`src/rtl/alct_oneshot_pkg.sv`:
```
// Shared types and default sizing for the per-layer anode one-shot.
package alct_oneshot_pkg;

  localparam int DEF_NCH = 112;
  localparam int DEF_CW  = 4;

  typedef enum logic [1:0] {
    OS_IDLE,
    OS_PULSE,
    OS_DEAD,
    OS_WAIT_LOW
  } os_state_t;

endpackage

```
`src/rtl/oneshot_chan.sv`:
```
// Single anode channel: edge detect, programmable pulse, dead time and rearm.
module oneshot_chan
  import alct_oneshot_pkg::*;
#(
  parameter int CW          = DEF_CW,
  parameter bit REQUIRE_LOW = 1'b1
) (
  input  logic          clk,
  input  logic          rst_n,
  input  logic          ly_i,
  input  logic          mask_i,
  input  logic [CW-1:0] pulse_len_i,
  input  logic [CW-1:0] dead_len_i,
  input  logic          trig_stop_i,
  output logic          lyr_o,
  output logic          fire_o
);

  localparam os_state_t REARM_ST = REQUIRE_LOW ? OS_WAIT_LOW : OS_IDLE;

  os_state_t     state_q, state_d;
  logic [CW-1:0] cnt_q, cnt_d;
  logic          ly_d_q, ly_d_d;

  // A programmed length of zero still yields a one-clock pulse.
  function automatic logic [CW-1:0] pulse_cnt(input logic [CW-1:0] len);
    return (len == '0) ? '0 : len - 1'b1;
  endfunction

  // ly_d resets high so a line already asserted must be seen low before it can fire.
  always_ff @(posedge clk or negedge rst_n) begin
    if (!rst_n) begin
      state_q <= OS_IDLE;
      cnt_q   <= '0;
      ly_d_q  <= 1'b1;
    end else begin
      state_q <= state_d;
      cnt_q   <= cnt_d;
      ly_d_q  <= ly_d_d;
    end
  end

  always_comb begin
    state_d = state_q;
    cnt_d   = cnt_q;
    ly_d_d  = trig_stop_i ? ly_d_q : ly_i;
    if (!trig_stop_i) begin
      unique case (state_q)
        OS_IDLE: begin
          if (ly_i && !ly_d_q && !mask_i) begin
            state_d = OS_PULSE;
            cnt_d   = pulse_cnt(pulse_len_i);
          end
        end
        OS_PULSE: begin
          if (cnt_q != '0) begin
            cnt_d = cnt_q - 1'b1;
          end else if (dead_len_i != '0) begin
            state_d = OS_DEAD;
            cnt_d   = dead_len_i - 1'b1;
          end else begin
            state_d = REARM_ST;
          end
        end
        OS_DEAD: begin
          if (cnt_q != '0) cnt_d = cnt_q - 1'b1;
          else             state_d = REARM_ST;
        end
        OS_WAIT_LOW: begin
          if (!ly_i) state_d = OS_IDLE;
        end
        default: state_d = OS_IDLE;
      endcase
    end
  end

  always_comb begin
    lyr_o  = (state_q == OS_PULSE);
    fire_o = (state_q == OS_IDLE) && (state_d == OS_PULSE);
  end

endmodule

```
`src/rtl/layer_oneshot_gen2.sv`:
```
// Per-layer array of anode one-shots with a registered count of channels fired per edge.
module layer_oneshot_gen2
  import alct_oneshot_pkg::*;
#(
  parameter int NCH         = DEF_NCH,
  parameter int CW          = DEF_CW,
  parameter bit REQUIRE_LOW = 1'b1
) (
  input  logic                       clk,
  input  logic                       rst_n,
  input  logic [NCH-1:0]             ly,
  input  logic [NCH-1:0]             mask,
  input  logic [CW-1:0]              pulse_len,
  input  logic [CW-1:0]              dead_len,
  input  logic                       trig_stop,
  output logic [NCH-1:0]             lyr,
  output logic [$clog2(NCH+1)-1:0]   fire_cnt
);

  localparam int FW = $clog2(NCH+1);

  logic [NCH-1:0] fire;
  logic [FW-1:0]  fire_cnt_q, fire_cnt_d;

  for (genvar g = 0; g < NCH; g++) begin : gen_chan
    oneshot_chan #(
      .CW          (CW),
      .REQUIRE_LOW (REQUIRE_LOW)
    ) u_chan (
      .clk         (clk),
      .rst_n       (rst_n),
      .ly_i        (ly[g]),
      .mask_i      (mask[g]),
      .pulse_len_i (pulse_len),
      .dead_len_i  (dead_len),
      .trig_stop_i (trig_stop),
      .lyr_o       (lyr[g]),
      .fire_o      (fire[g])
    );
  end

  // Channels never fire while frozen, so the sum is already zero under trig_stop.
  always_comb begin
    fire_cnt_d = '0;
    for (int i = 0; i < NCH; i++) begin
      fire_cnt_d = fire_cnt_d + FW'(fire[i]);
    end
  end

  always_ff @(posedge clk or negedge rst_n) begin
    if (!rst_n) fire_cnt_q <= '0;
    else        fire_cnt_q <= fire_cnt_d;
  end

  assign fire_cnt = fire_cnt_q;

endmodule
```
`config.mk`:
```
export PLATFORM = sky130hd
export DESIGN_NAME = layer_oneshot_gen2
export DESIGN_NICKNAME = d
export VERILOG_FILES = /design/src/rtl/alct_oneshot_pkg.sv /design/src/rtl/oneshot_chan.sv /design/src/rtl/layer_oneshot_gen2.sv
export SDC_FILE = /design/constraint.sdc
export NUM_CORES = 2
export LEC_CHECK = 0
export CORE_MARGIN = 3
export CORE_UTILIZATION = 57
export DETAILED_ROUTE_END_ITERATION = 8
export PLACE_DENSITY = 0.77
export SLEW_MARGIN = 5
export SYNTH_ARGS = -nofsm -noshare
export SYNTH_HDL_FRONTEND = slang
export SYNTH_SLANG_ARGS = --single-unit
```
`constraint.sdc`:
```
create_clock -name clk -period 7.27 [get_ports clk]
set_input_delay 1.454 -clock clk [delete_from_list [all_inputs] [get_ports clk]]
set_output_delay 1.454 -clock clk [all_outputs]
set_load 0.005 [all_outputs]
```
# --- Word-level counts from Yosys, hierarchy flattened ---
# Cells that the tools add are included.
totals:
  regBits: 791
  out_inout_bits: 119
  inputBits: 235
classes:
  eq_ne: 784
  bitwise_logic: 1
  add_sub_neg: 225
  muxes: 1123
  reduce_logical: 1010
op_table:
  columns: ["op", "count"]
  rows:
  - ["$mux 4", 338]
  - ["$pmux 4 s3", 112]
  - ["$mux 2", 560]
  - ["$pmux 2 s4", 112]
  - ["$add 7x1->7", 105]
  - ["$reduce_and 5->1", 112]
  - ["$sub 4x1->4 const B", 114]
  - ["$reduce_bool 4->1", 113]
  - ["$eq 2x1->1 const B", 224]
  - ["$eq 2x2->1 const B", 224]
  - ["$ne 2x1->1 const B", 224]
  - ["$logic_and 1x1->1", 336]
  - ["$ne 3x3->1 const B", 112]
  - ["$reduce_bool 3->1", 112]
  - ["$logic_not 1->1", 224]
  - ["$logic_not 2->1", 112]
  - ["$add 6x1->7", 1]
  - ["$add 5x1->6", 1]
  - ["$add 4x1->5", 1]
  - ["$add 3x1->4", 1]
  - ["$logic_not 4->1", 1]
  - ["$add 2x1->3", 1]
  - ["$add 1x1->2", 1]
  - ["$mux 1", 1]
  - ["$not 1->1", 1]

# --- Longest topological paths before layout ---
depth:
  word_depth: 119
  depth_mapped: 34
  depth_no_buf: 28

# --- Modules after synthesis ---
# A second synthesis with hierarchy kept.
unflattened:
  hier_cells: 9698
  area_unflattened_um2: 85663.4
by_module_without_submodules:
  columns: ["mod", "cells_per_inst", "seq_area_each_um2", "instances", "area_each_um2"]
  rows:
  - ["oneshot_chan at gen_chan[0].u_chan ...", 83, 176.4, 81, 737.0]
  - ["oneshot_chan at gen_chan[73].u_chan ...", 86, 176.4, 30, 734.5]
  - ["layer_oneshot_gen2", 305, 175.2, 1, 3156.8]
  - ["oneshot_chan at gen_chan[72].u_chan", 90, 176.4, 1, 779.5]

# --- Least setup slack after synthesis ---
# Ideal clock, no wire load.
synth_timing:
  path_type: "input to register"
  start: "in dead_len[0]"
  end: "reg fire_cnt_q[6] (netlist: fire_cnt[6])"
  stages: 29
  arrival_time_ns: 9.640
  path_slack_ns: -2.485
  required_time_ns: 7.154
  path_cell_list: "clkbuf_1 -> buf_2 -> clkbuf_1 -> inv_1 -> ha_1 -> buf_4 -> buf_4 -> clkbuf_1 -> and4bb_2 -> o21ai_0 -> o2bb2ai_1 -> a21oi_1 -> fa_1 -> inv_1 -> fa_1 -> fa_1 -> fa_1 -> fa_1 -> fa_1 -> fa_1 -> fa_1 -> inv_1 -> fa_1 -> ha_1 -> fa_1 -> a21o_1 -> a21o_1 -> a2111o_1 -> o311ai_0"
synth_via:
  elab_chain_len: 118
synth_lines:
  columns: ["element", "line_no", "rtl"]
  rows:
  - ["start, declared", "layer_oneshot_gen2.sv:14", "input logic [CW-1:0] dead_len,"]
  - ["$reduce_bool 4->1 (*)", "oneshot_chan.sv:58", "end else if (dead_len_i != '0) begin"]
  - ["$mux 1 (*)", "oneshot_chan.sv:58", null]
  - ["$mux 2", "oneshot_chan.sv:56", "if (cnt_q != '0) begin"]
  - ["$pmux 2 s4", "oneshot_chan.sv:48", "unique case (state_q)"]
  - ["$mux 2", "oneshot_chan.sv:47", "if (!trig_stop_i) begin"]
  - ["$eq 2x1->1", "oneshot_chan.sv:79", "fire_o = (state_q == OS_IDLE) && (state_d == OS_PULSE);"]
  - ["$logic_and 1x1->1", "oneshot_chan.sv:79", null]
  - ["$add 1x1->2", "layer_oneshot_gen2.sv:46", "fire_cnt_d = fire_cnt_d + FW'(fire[i]);"]
  - ["$add 2x1->3", "layer_oneshot_gen2.sv:46", null]
  - ["$add 3x1->4", "layer_oneshot_gen2.sv:46", null]
  - ["$add 4x1->5", "layer_oneshot_gen2.sv:46", null]
  - ["$add 5x1->6", "layer_oneshot_gen2.sv:46", null]
  - ["$add 6x1->7", "layer_oneshot_gen2.sv:46", null]
  - ["$add 7x1->7 (104 in a row)", "layer_oneshot_gen2.sv:46", null]
  - ["$add 7x1->7 (*)", "layer_oneshot_gen2.sv:46", null]
  - ["via fire_cnt_d[6]", "layer_oneshot_gen2.sv:23", "logic [FW-1:0] fire_cnt_q, fire_cnt_d;"]
  - ["end signal, assigned", "layer_oneshot_gen2.sv:52", "else fire_cnt_q <= fire_cnt_d;"]
  - ["end, declared", "layer_oneshot_gen2.sv:23", null]
# The timed path passes the listed nets; every way through them passes the cells marked *.
# A chain may end at the register's enable or synchronous reset.

# --- Worst setup path in the final report ---
# Same ends and word-level chain as after synthesis.

==> metrics.txt <==
outcome finished, violations left; multi-input logic area 47200 sq um; Routed WL 235 mm; Worst Setup SP dead_len[0]; Core ar. 124000 sq um; Mapped Cells 8072; FF-to-FF End fire_cnt[6]$_DFF_PN0_; Post-Syn Area 71700 sq um; CTS buffer count 101; worst min path class reg -> reg; final core area utilization 69.2%; Root Driver clkbuf_16; I/O pin total 354; WL/cell 22.2 microns; RR Startpoint gen_chan[97].u_chan.state_q[1]$_DFF_PN0_; clock sink count 791; DRT iter0 DRCs 6930; register bit total from synthesis 791; Post-synth ARST share 100%; die width 361 microns; Hold Slack 559 ps; post-synthesis net count 9098; Req. time, crit path 7910 ps; min setup slack post-route -1060 ps; top cells by area, synth dfrtp_1 24%, ha_1 12%, o21ai_0 4.8%; type of the worst setup path in -> reg; failing checks negative setup slack; share of layout cells above drive strength 1 20.6%; clock slew at reported path FFs 60 ps; router iterations before antenna repair 9; CTS tree built; Yosys cell types 79; crit path DAT 8960 ps; cell taking the most area after synthesis dfrtp_1; P&R area growth vs syn 20.0%; crit path capture fire_cnt[6]$_DFF_PN0_; CP Capture Type register; largest net degree at the start of global routing 157; Buffers on Ports 353; EDFF count, synth 0; Seq/Total Area, Yosys 27.8%; main flop type after synthesis dfrtp_1; H-Tree Depth 3; Detailed Place HPWL 161 mm; RSZ-0062 raised after global routing yes; antenna viol nets, final 0; CP max FO 5; Fin Clk Skew 26.3 ps; period utilisation layout 115%; fin crit period 8330 ps; first-pass GRT wire length 369 mm; Worst-Skew Late Latency 740 ps; global placer's final weighted congestion 0.958; Slew Limit Fails 0; Die Height 361 microns; Synth top area share 23.7%; vias in the first global route 68200; Worst slew margin 24.0%; via count 69300; overall die area 130000 sq um; final hold vios 0; Mean Syn Cell Area 8.89 sq um; flop2flop setup slack -750 ps; DRC Markers 0; GR Util All Layers 34.9%; Clock Tree Buf Depth 3; Max Fclk 120 MHz; Reg2Reg Depth 24; fill cell count 9455; max_cap viols 0; vias per cell 6.52; Initial Util 57.7%; Synth warnings 0; Setup Viol. Count Final 6; global route overflow 0; register area 19900 sq um; row count 129; Least-Margin Pin Slew 1140 ps; initial antenna violation count 9; Worst setup SP type primary input; Nets 9927; setup TNS -4190 ps
## cell usage in the layout, fill, tap and decap left out, drive strengths merged, types with 100 or more instances in the layout
cell,n
buf,869
inv,815
o21ai,760
ha,691
dfrtp,679
a21oi,501
nor2,371
nand2,348
clkdlybuf4s50,320
nor4bb,246
a211oi,237
or3b,224
o22ai,218
o211ai,207
mux2i,185
mux2,179
clkbuf,160
xnor2,123
o2bb2ai,122
dfstp,112
nor3b,110
fa,100
## worst max-delay path, cell delays in order
cell,delay [ps]
buf_12,120
clkinv_8,40
ha_4,170
buf_6,140
nor4bb_4,340
o21ai_2,130
o2bb2ai_2,150
a21o_1,270
fa_1,540
fa_1,560
inv_2,40
fa_1,470
inv_1,50
fa_1,480
fa_2,600
fa_2,440
fa_1,510
fa_2,550
inv_2,40
fa_2,460
ha_4,190
fa_2,390
a21o_1,170
a21o_1,180
a2111o_1,370
o311ai_2,90
## cells in the mapped netlist (all sizes together), types with 53 or more instances
| cell | instances |
|---|---|
| nand2b | 87 |
| mux2i | 185 |
| o211ai | 207 |
| or3b | 224 |
| o21ai | 760 |
| nor4 | 98 |
| nand2 | 348 |
| o2bb2ai | 122 |
| a41oi | 69 |
| xnor2 | 123 |
| nor4bb | 246 |
| clkbuf | 264 |
| o221a | 57 |
| dfstp | 112 |
| a31oi | 66 |
| nand3 | 59 |
| inv | 815 |
| o22ai | 218 |
| o31ai | 78 |
| fa | 100 |
| a22o | 92 |
| buf | 226 |
| a211oi | 237 |
| dfrtp | 679 |
| a21oi | 501 |
| o31a | 99 |
| ha | 691 |
| mux2 | 179 |
| nor3b | 110 |
| nor2 | 371 |
| or3 | 54 |
| nor3 | 88 |
| o221ai | 53 |
## final cells by class
type / instances / share of cell area, %
Multi-Input combinational cell: 5976 / 54.8
Tap cell: 1637 / 2.38
Sequential cell: 791 / 23.2
Antenna cell: 5 / 0.0145
Timing Repair Buffer: 1216 / 12.2
Clock inverter: 29 / 0.404
Inverter: 815 / 3.58
Clock buffer: 159 / 3.48
## how the worst min path moves through the flow
| stage | start | to | slack (ps) | cells after the start |
|---|---|---|---|---|
| floorplan | gen_chan[16].u_chan.state_q[0]$_DFF_PN0_ | gen_chan[16].u_chan.state_q[0]$_DFF_PN0_ | 510 | 2 |
| global placement | gen_chan[17].u_chan.state_q[1]$_DFF_PN0_ | gen_chan[17].u_chan.state_q[1]$_DFF_PN0_ | 540 | 2 |
| detailed placement | gen_chan[48].u_chan.state_q[0]$_DFF_PN0_ | gen_chan[48].u_chan.state_q[0]$_DFF_PN0_ | 540 | 2 |
| CTS | gen_chan[48].u_chan.state_q[0]$_DFF_PN0_ | gen_chan[48].u_chan.state_q[0]$_DFF_PN0_ | 560 | 2 |
| global route | gen_chan[12].u_chan.state_q[1]$_DFF_PN0_ | gen_chan[12].u_chan.state_q[1]$_DFF_PN0_ | 590 | 1 |
| finish | gen_chan[17].u_chan.state_q[1]$_DFF_PN0_ | gen_chan[17].u_chan.state_q[1]$_DFF_PN0_ | 560 | 2 |
## stage by stage
| stage | instance area, sq um | instances | setup WS (ps) |
|---|---|---|---|
| 2_1_floorplan | 71800 | 8072 | -1570 |
| 3_3_place_gp | 81200 | 10300 | -2130 |
| 3_5_place_dp | 81200 | 10300 | -2330 |
| 4_1_cts | 85800 | 10600 | -923 |
| 5_1_grt | 86100 | 10600 | -1250 |
| 6_report | 86100 | 10600 | -1060 |
## sequential cells by signal, summed over array words and instances, names as in the netlist
name	cells
fire_cnt	7
gen_chan.u_chan.cnt_q	448
gen_chan.u_chan.state_q	224
gen_chan.u_chan.ly_d_q	112
## routing by layer
layer / GRT usage, % / vias up / share of wire [%]
met4: 21.6 / 6 / 6.8
met2: 55.1 / 3230 / 45
met3: 7.25 / 838 / 9.4
li1: - / 31700 / -
met5: 0 / - / 0.020
met1: 43.8 / 33500 / 39
## cells by family after synthesis
group / synth area share, %
AOI/OAI and AO/OA: 26.8
and+or+nand+nor: 16.0
buffers and inverters: 7.58
adders and majority gates: 14.8
DFF: 27.8
muxes: 5.39
xor gates and xnor gates: 1.59
## repair_timing
| action | in CTS | in global routing |
|---|---|---|
| pin swaps | 84 | 58 |
| cloned | 0 | 1 |
| gates resized for setup | 207 | 81 |
| hold buffers | 0 | 0 |
| setup buffers | 88 | 13 |
| setup endpoints to repair | 7 | 11 |
Power is left out: the tool's default activity adds up to more than one toggle a clock period on the data nets, which glitch-free logic cannot reach.
